`src/rtl/cpu_pkg.sv`:
```
// Shared CPU definitions: register-file geometry and the writeback entry type.
package cpu_pkg;

  localparam int REG_W    = 16;
  localparam int REG_AW   = 3;
  localparam int NUM_REGS = 8;

  typedef struct packed {
    logic [REG_AW-1:0] rd;
    logic [REG_W-1:0]  data;
  } wb_entry_t;

endpackage

```
`src/rtl/wb_fifo.sv`:
```
// Synchronous FIFO of writeback entries. A push and a pop in the same cycle
// are both honoured. The caller never pushes when full or pops when empty.
module wb_fifo
  import cpu_pkg::*;
#(
  parameter int DEPTH = 2
) (
  input  logic      clk,
  input  logic      rst,
  input  logic      push,
  input  wb_entry_t push_entry,
  input  logic      pop,
  output wb_entry_t head,
  output logic      full,
  output logic      empty
);

  localparam int PTR_W = (DEPTH > 1) ? $clog2(DEPTH) : 1;

  wb_entry_t          mem [DEPTH];
  logic [PTR_W-1:0]   wr_ptr;
  logic [PTR_W-1:0]   rd_ptr;
  logic [PTR_W:0]     count;

  // Storage array; data only, so it carries no reset.
  always_ff @(posedge clk) begin
    if (push) mem[wr_ptr] <= push_entry;
  end

  // Pointers and occupancy; DEPTH is a power of two so pointers wrap naturally.
  always_ff @(posedge clk) begin
    if (rst) begin
      wr_ptr <= '0;
      rd_ptr <= '0;
      count  <= '0;
    end else begin
      if (push) wr_ptr <= wr_ptr + PTR_W'(1);
      if (pop)  rd_ptr <= rd_ptr + PTR_W'(1);
      case ({push, pop})
        2'b10:   count <= count + (PTR_W+1)'(1);
        2'b01:   count <= count - (PTR_W+1)'(1);
        default: count <= count;
      endcase
    end
  end

  assign head  = mem[rd_ptr];
  assign full  = (count == (PTR_W+1)'(DEPTH));
  assign empty = (count == '0);

endmodule

```
`src/rtl/wb_unit.sv`:
```
// Writeback unit: sole master of the register-file write port. ALU results
// always take the port; load results queue in a small FIFO and drain in
// ALU-idle cycles. A pending-load scoreboard exposes RAW/WAW hazards to issue.
// Optional build macro WB_LOAD_BYPASS_EN: a load arriving when the FIFO is
// empty and the ALU is idle is written one cycle after acceptance, skipping
// the FIFO.
module wb_unit
  import cpu_pkg::*;
#(
  parameter int LQ_DEPTH = 2
) (
  input  logic              clk,
  input  logic              rst,
  input  logic              alu_valid,
  input  logic [REG_AW-1:0] alu_rd,
  input  logic [REG_W-1:0]  alu_data,
  input  logic              mem_valid,
  output logic              mem_ready,
  input  logic [REG_AW-1:0] mem_rd,
  input  logic [REG_W-1:0]  mem_data,
  input  logic              iss_load,
  input  logic [REG_AW-1:0] iss_rd,
  input  logic [REG_AW-1:0] chk_rs1,
  input  logic [REG_AW-1:0] chk_rs2,
  input  logic [REG_AW-1:0] chk_rd,
  output logic              hazard,
  output logic [NUM_REGS-1:0] pend,
  output logic              rd_we,
  output logic [REG_AW-1:0] rd,
  output logic [REG_W-1:0]  rd_data
);

  wb_entry_t             push_entry;
  wb_entry_t             head;
  logic                  fifo_full;
  logic                  fifo_empty;
  logic                  push;
  logic                  pop;
  logic                  bypass;
  logic [NUM_REGS-1:0]   pend_q;
  logic [NUM_REGS-1:0]   pend_nxt;

  // ---- stage p0: load acceptance, queue arbitration ----
  assign mem_ready = !rst && !fifo_full;

`ifdef WB_LOAD_BYPASS_EN
  assign bypass = mem_valid && mem_ready && fifo_empty && !alu_valid;
`else
  assign bypass = 1'b0;
`endif

  assign push = mem_valid && mem_ready && !bypass;
  assign pop  = !alu_valid && !fifo_empty;

  assign push_entry.rd   = mem_rd;
  assign push_entry.data = mem_data;

  wb_fifo #(
    .DEPTH (LQ_DEPTH)
  ) u_fifo (
    .clk        (clk),
    .rst        (rst),
    .push       (push),
    .push_entry (push_entry),
    .pop        (pop),
    .head       (head),
    .full       (fifo_full),
    .empty      (fifo_empty)
  );

  // ---- stage p1: registered write port ----
  // Priority: ALU, then FIFO head, then bypassed load; r0 writes are squashed.
  always_ff @(posedge clk) begin
    if (rst) begin
      rd_we   <= 1'b0;
      rd      <= '0;
      rd_data <= '0;
    end else if (alu_valid) begin
      rd_we   <= (alu_rd != '0);
      rd      <= alu_rd;
      rd_data <= alu_data;
    end else if (pop) begin
      rd_we   <= (head.rd != '0);
      rd      <= head.rd;
      rd_data <= head.data;
    end else if (bypass) begin
      rd_we   <= (mem_rd != '0);
      rd      <= mem_rd;
      rd_data <= mem_data;
    end else begin
      rd_we   <= 1'b0;
    end
  end

  // Scoreboard update: clear the register being written from a load, then
  // apply a new issue so that set wins a same-bit collision; r0 never pends.
  always_comb begin
    pend_nxt = pend_q;
    if (pop)      pend_nxt[head.rd] = 1'b0;
    if (bypass)   pend_nxt[mem_rd]  = 1'b0;
    if (iss_load) pend_nxt[iss_rd]  = 1'b1;
    pend_nxt[0] = 1'b0;
  end

  // Scoreboard register, aligned with the write-port register.
  always_ff @(posedge clk) begin
    if (rst) pend_q <= '0;
    else     pend_q <= pend_nxt;
  end

  assign pend   = pend_q;
  assign hazard = pend_q[chk_rs1] | pend_q[chk_rs2] | pend_q[chk_rd];

  // Issue must stall while its destination already has a load outstanding.
  a_no_double_issue : assert property (@(posedge clk) disable iff (rst)
    !(iss_load && pend_q[iss_rd]));

endmodule

```
`config.mk`:
```
export PLATFORM = sky130hd
export DESIGN_NAME = wb_unit
export DESIGN_NICKNAME = d
export VERILOG_FILES = /design/src/rtl/cpu_pkg.sv /design/src/rtl/wb_fifo.sv /design/src/rtl/wb_unit.sv
export SDC_FILE = /design/constraint.sdc
export NUM_CORES = 1
export LEC_CHECK = 0
export BUFFER_PORTS_ARGS = -buffer_cell sky130_fd_sc_hd__buf_2
export CORE_MARGIN = 1
export CORE_UTILIZATION = 42
export CTS_CLUSTER_DIAMETER = 30
export CTS_CLUSTER_SIZE = 8
export DETAILED_ROUTE_END_ITERATION = 16
export GPL_TIMING_DRIVEN = 0
export HOLD_SLACK_MARGIN = 0.08
export PLACE_DENSITY = 0.78
export SYNTH_ARGS = -nofsm -noshare
export SYNTH_HDL_FRONTEND = slang
export SYNTH_SLANG_ARGS = --single-unit
```
`constraint.sdc`:
```
create_clock -name clk -period 2.7 [get_ports clk]
set_input_delay 0.135 -clock clk [delete_from_list [all_inputs] [get_ports clk]]
set_output_delay 0.135 -clock clk [all_outputs]
set_load 0.005 [all_outputs]
```
# Yosys cells after proc, flatten, opt, wreduce, memory -nomap -nowiden

Memories as Yosys holds them, arrays and structs flattened. A register that Yosys moved wholly into a read port is not among the register bits.
Cells that the tools add are included.

Bits in registers: 32
Memory bits (writable): 38
Output and inout port bits: 30
Logic and storage cells: 65
Memories kept: 1

$add $sub $neg: 4
$lt $le $gt $ge: 7
Eq/ne operators: 3
Muxes and demuxes: 23
Bitwise operators: 5
Reduce and logical (&&, ||, !) cells: 14

Memories:

| name       | words | width | rd ports | clocked after Yosys merged registers in | write ports | line          | source |
|---|---|---|---|---|---|---|---|
| u_fifo.mem | 2     | 19    | 1        | 1                                       | 1           | wb_fifo.sv:20 | `wb_entry_t mem [DEPTH];` |

Operators by type and width:

| kind                                                       | number |
|---|---|
| 2-to-1 mux 16 bit                                          | 2 |
| less-than comparator 3 x 4 -> 1 bit, second input constant | 5 |
| 2-to-1 mux 8 bit                                           | 2 |
| 2-to-1 mux 1 bit                                           | 11 |
| binary-select mux 1 bit (select 3 bit)                     | 3 |
| AND 8 bit                                                  | 1 |
| inverter 8 bit                                             | 1 |
| OR 8 bit                                                   | 1 |
| demux 1 bit (select 3 bit)                                 | 2 |
| >= comparator 3 x 1 -> 1 bit, second input constant        | 2 |
| 2-to-1 mux 3 bit                                           | 2 |
| nonzero test 3 bit                                         | 2 |
| logical AND 1 bit                                          | 5 |
| == test 2 bit, second input constant                       | 2 |
| logical NOT 1 bit                                          | 4 |
| one-hot mux 2 bit (2 select lines)                         | 1 |
| nonzero test 2 bit                                         | 2 |
| adder 1 bit, second input constant                         | 2 |
| adder 2 x 1 -> 2 bit, second input constant                | 1 |
| == test 2 x 1 -> 1 bit, second input constant              | 1 |
| logical NOT 2 bit                                          | 1 |
| OR 1 bit                                                   | 2 |
| subtractor 2 x 1 -> 2 bit, second input constant           | 1 |

# Longest topological paths before layout

Depth in word-level cells: 9
Mapped depth: 6
Mapped depth without buffers: 6

# By module

From an unflattened synthesis, not the netlist that was laid out.

Cell total of the unflattened synthesis: 250
Area, all modules: 2,967.8 um^2

Modules (own cells, without submodules):

| module  | times used | cells each | area an instance (um^2) | sequential area each (um^2) |
|---|---|---|---|---|
| wb_fifo | 1          | 81         | 1,572.8                 | 1,241.2 |
| wb_unit | 1          | 169        | 1,395.1                 | 540.5 |

# Least setup slack after synthesis

No wires, ideal clock.

Path type: register -> register
From: register u_fifo.count[0]
To: memory u_fifo.mem[0][0] (netlist name), enable pin
Data arrival time: 1.633 ns
Data required time: 2.305 ns
Path slack: 0.672 ns
Stages on the path, launching flop included: 4
Path buffers: 0
Period minus slack after synthesis: 2.028 ns
Cells stage by stage: dfxtp_1 > inv_1 > a211o_1 > nor2_1

Longest elaborated chain between the ends: 6

RTL lines:

| item                                   | line          | source |
|---|---|---|
| start: declaration                     | wb_fifo.sv:23 | `logic [PTR_W:0] count;` |
| start signal: assignment               | wb_fifo.sv:40 | `2'b10: count <= count + (PTR_W+1)'(1);` |
| start signal: assignment               | wb_fifo.sv:41 | `2'b01: count <= count - (PTR_W+1)'(1);` |
| start signal: assignment               | wb_fifo.sv:42 | `default: count <= count;` |
| == test 2 bit                          | wb_fifo.sv:48 | `assign full = (count == (PTR_W+1)'(DEPTH));` |
| logical NOT 1 bit                      | wb_unit.sv:44 | `assign mem_ready = !rst && !fifo_full;` |
| logical AND 1 bit                      | wb_unit.sv:44 |  |
| logical AND 1 bit                      | wb_unit.sv:52 | `assign push = mem_valid && mem_ready && !bypass;` |
| 2-to-1 mux 1 bit                       | wb_fifo.sv:27 | `if (push) mem[wr_ptr] <= push_entry;` |
| 2-to-1 mux 1 bit (not written as such) | wb_fifo.sv:27 |  |
| end: declaration                       | wb_fifo.sv:20 |  |

Every way passes these cells.

# Worst setup path in the final report

From: register u_fifo.count[0]
To: memory u_fifo.mem[0][2] (netlist name), enable pin

Same word-level chain as after synthesis.

==> flow_metrics.env <==
export IMPL_hold_slack_ns=0.101
export IMPL_period_needed_ns=1.87
export IMPL_first_pass_iters=5
export IMPL_io_pins=85
export IMPL_worstPathRequired_ns=2.75
export IMPL_dpl_cell_count=435
export IMPL_fin_cells=489
export IMPL_synth_cells=255
export IMPL_grt_pass1_wl_mm=11.4
export IMPL_synth_edf_count=38
export IMPL_arrival_ns=1.92
export IMPL_ys_warn_count=0
export IMPL_yosys_top_cells_area="edfxtp_1 (39%), dfxtp_1 (22%), mux2i_1 (7.8%)"
export IMPL_clock_sinks=70
export IMPL_yosysSeqAreaShare_pct=60.2
export IMPL_nets=444
export IMPL_path_class="reg2reg"
export IMPL_die_y_um=85.9
export IMPL_syn_area_um2=2960
export IMPL_fin_util_pct=59.7
export IMPL_nFillCells=549
export IMPL_grt_usage_pct=20.6
export IMPL_synth_most_common_cell="edfxtp_1"
export IMPL_cts_tree="yes"
export IMPL_ff_latch_area_um2=1780
export IMPL_antenna_found_initial=0
export IMPL_die_x_um=85.9
export IMPL_hold_path_class="in2reg"
export IMPL_ant_nets=0
export IMPL_max_freq_mhz=534
export IMPL_h_tree_depth=3
export IMPL_viasPerCell=4.99
export IMPL_worst_slew_pin_slew_ns=0.573
export IMPL_core_um2=6790
export IMPL_finalCritPeriodShare_pct=69.4
export IMPL_power_density_nw_per_um2=717
export IMPL_setup_violations_final=0
export IMPL_dpl_hpwl_mm=4.73
export IMPL_rsz0062_at_grt="false"
export IMPL_report_final_slew_viol_count=0
export IMPL_power_mw=2.91
export IMPL_synth_flop_cell="edfxtp_1"
export IMPL_multi_input_area_um2=1070
export IMPL_syn_avg_cell_area_um2=11.6
export IMPL_drc=0
export IMPL_crit_path_max_fanout=11
export IMPL_cts_root_buf="clkbuf_8"
export IMPL_clock_latency_ns=0.34
export IMPL_finalHoldViolations=0
export IMPL_status="completed"
export IMPL_routabilityCongestion=0.782
export IMPL_synth_seq_cells=70
export IMPL_io_buffers=82
export IMPL_numCtsBuffers=9
export IMPL_dieArea_um2=7380
export IMPL_syn_nets=311
export IMPL_drt_iter0_drc=113
export IMPL_async_flop_share_pct=0
export IMPL_diodes=0
export IMPL_wire_per_inst_um=14.5
export IMPL_synth_top_area_cell="edfxtp_1"
export IMPL_grt_pass1_vias=2463
export IMPL_skew_ns=0.00742
export IMPL_synth_distinct_cells=32
export IMPL_netlist_top_cells_count="edfxtp_1 (38), dfxtp_1 (32), a21oi_1 (29)"
export IMPL_cap_violations=0
export IMPL_ir_worst_vdd_mv=0.428
export IMPL_slew_headroom_pct=61.8
export IMPL_rows=30
export IMPL_path_clk_slew_ns=0.06
export IMPL_wirelength_mm=7.10
export IMPL_reg2reg_depth=4
export IMPL_end_kind="flip-flop"
export IMPL_area_growth_pct=37.1
export IMPL_p_leak_nw=1.63
export IMPL_clockBufferDepth=2
export IMPL_start_util_pct=43.6
export IMPL_netlist_area_leader_share_pct=38.6
export IMPL_setup_tns_ns=0
export IMPL_hold_depth=3
export IMPL_vias=2441
export IMPL_crit_path_start_kind="flip-flop"
export IMPL_drive_gt1_share_pct=28.0
export IMPL_grt_start_max_net_pins=12
export IMPL_cts_resized=0
export IMPL_grt_overflow=0
critical path: stages (launching register included):
cell and delay (ns):
dfxtp_1 0.42, inv_1 0.09, a211o_1 0.37, nor2_2 0.47, buf_8 0.23
power by group:
group | switching [mW] | internal [mW]
Clock | 0.355 | 0.325
Sequential | 0.0646 | 1.26
Combinational | 0.468 | 0.441
Total | 0.888 | 2.02
worst paths after layout:
kind                    from               end  slack, ns
min                iss_rd[1]           pend[6]       0.10
min reg2reg    u_fifo.rd_ptr         flip-flop       0.52
max reg2reg  u_fifo.count[0]  u_fifo.mem[0][2]       0.83
max          u_fifo.count[0]  u_fifo.mem[0][2]       0.83
final cells by class:
class	count	area share [%]
well taps	96	2.96
clock buffers	12	3.33
multi-input cells	166	26.5
clock inverters	4	0.432
repair buffers	122	20.2
plain buffers	15	2.28
flip-flops and latches	70	43.9
inverters	4	0.370
sequential cells by signal, summed over array words and instances, names as in the netlist, named ones only:
name,count
pend,7
rd,3
rd_data,16
rd_we,1
u_fifo.count,2
u_fifo.mem,38
u_fifo.rd_ptr,1
u_fifo.wr_ptr,1
placed cells by master, fill, tap and decap left out, drive strengths merged, types with 4 or more instances in the layout:
cell type    synthesis  layout
clkinv               0       4
mux2i               23      23
nor2                28      28
a211o               20      20
clkbuf               8      20
inv                  4       4
nand3                6       6
dfxtp               32      32
edfxtp              38      38
buf                  7      91
dlygate4sd3          0      38
a21oi               29      29
o21ai                9       9
nand2               23      23
logic make-up (layout without fill, tap and decap cells):
| kind of cell | after synthesis | count (layout) | synth area share, % |
|---|---|---|---|
| other cells | 1 | 1 | 0.127 |
| xor+xnor | 4 | 4 | 1.18 |
| compound gates | 63 | 63 | 13.7 |
| buf+inv | 19 | 157 | 3.64 |
| mux | 26 | 26 | 10.1 |
| fa+ha+maj | 1 | 1 | 0.423 |
| flops | 70 | 70 | 60.2 |
| simple gates | 71 | 71 | 10.6 |
per-stage QoR:
stage	instance area [um2]	setup slack, ns
after floorplan	2960	0.672
after global placement	3490	0.163
after detailed placement	3520	0.790
after CTS	4060	0.772
after global routing	4060	0.696
final	4060	0.827
what timing repair did:
action                    CTS  global route
hold buffers               38             0
buffers inserted            0             0
hold endpoints to repair   57             0
routing by layer:
layer	part of all wire [%]	up-vias	track usage [%]
li1	-	1192	-
met1	42	1155	24.2
met2	51	80	36.4
met3	4.8	14	4.23
met4	2.3	0	9.09
met5	0	-	0
Note: power is estimated with default switching activity, not from simulation.
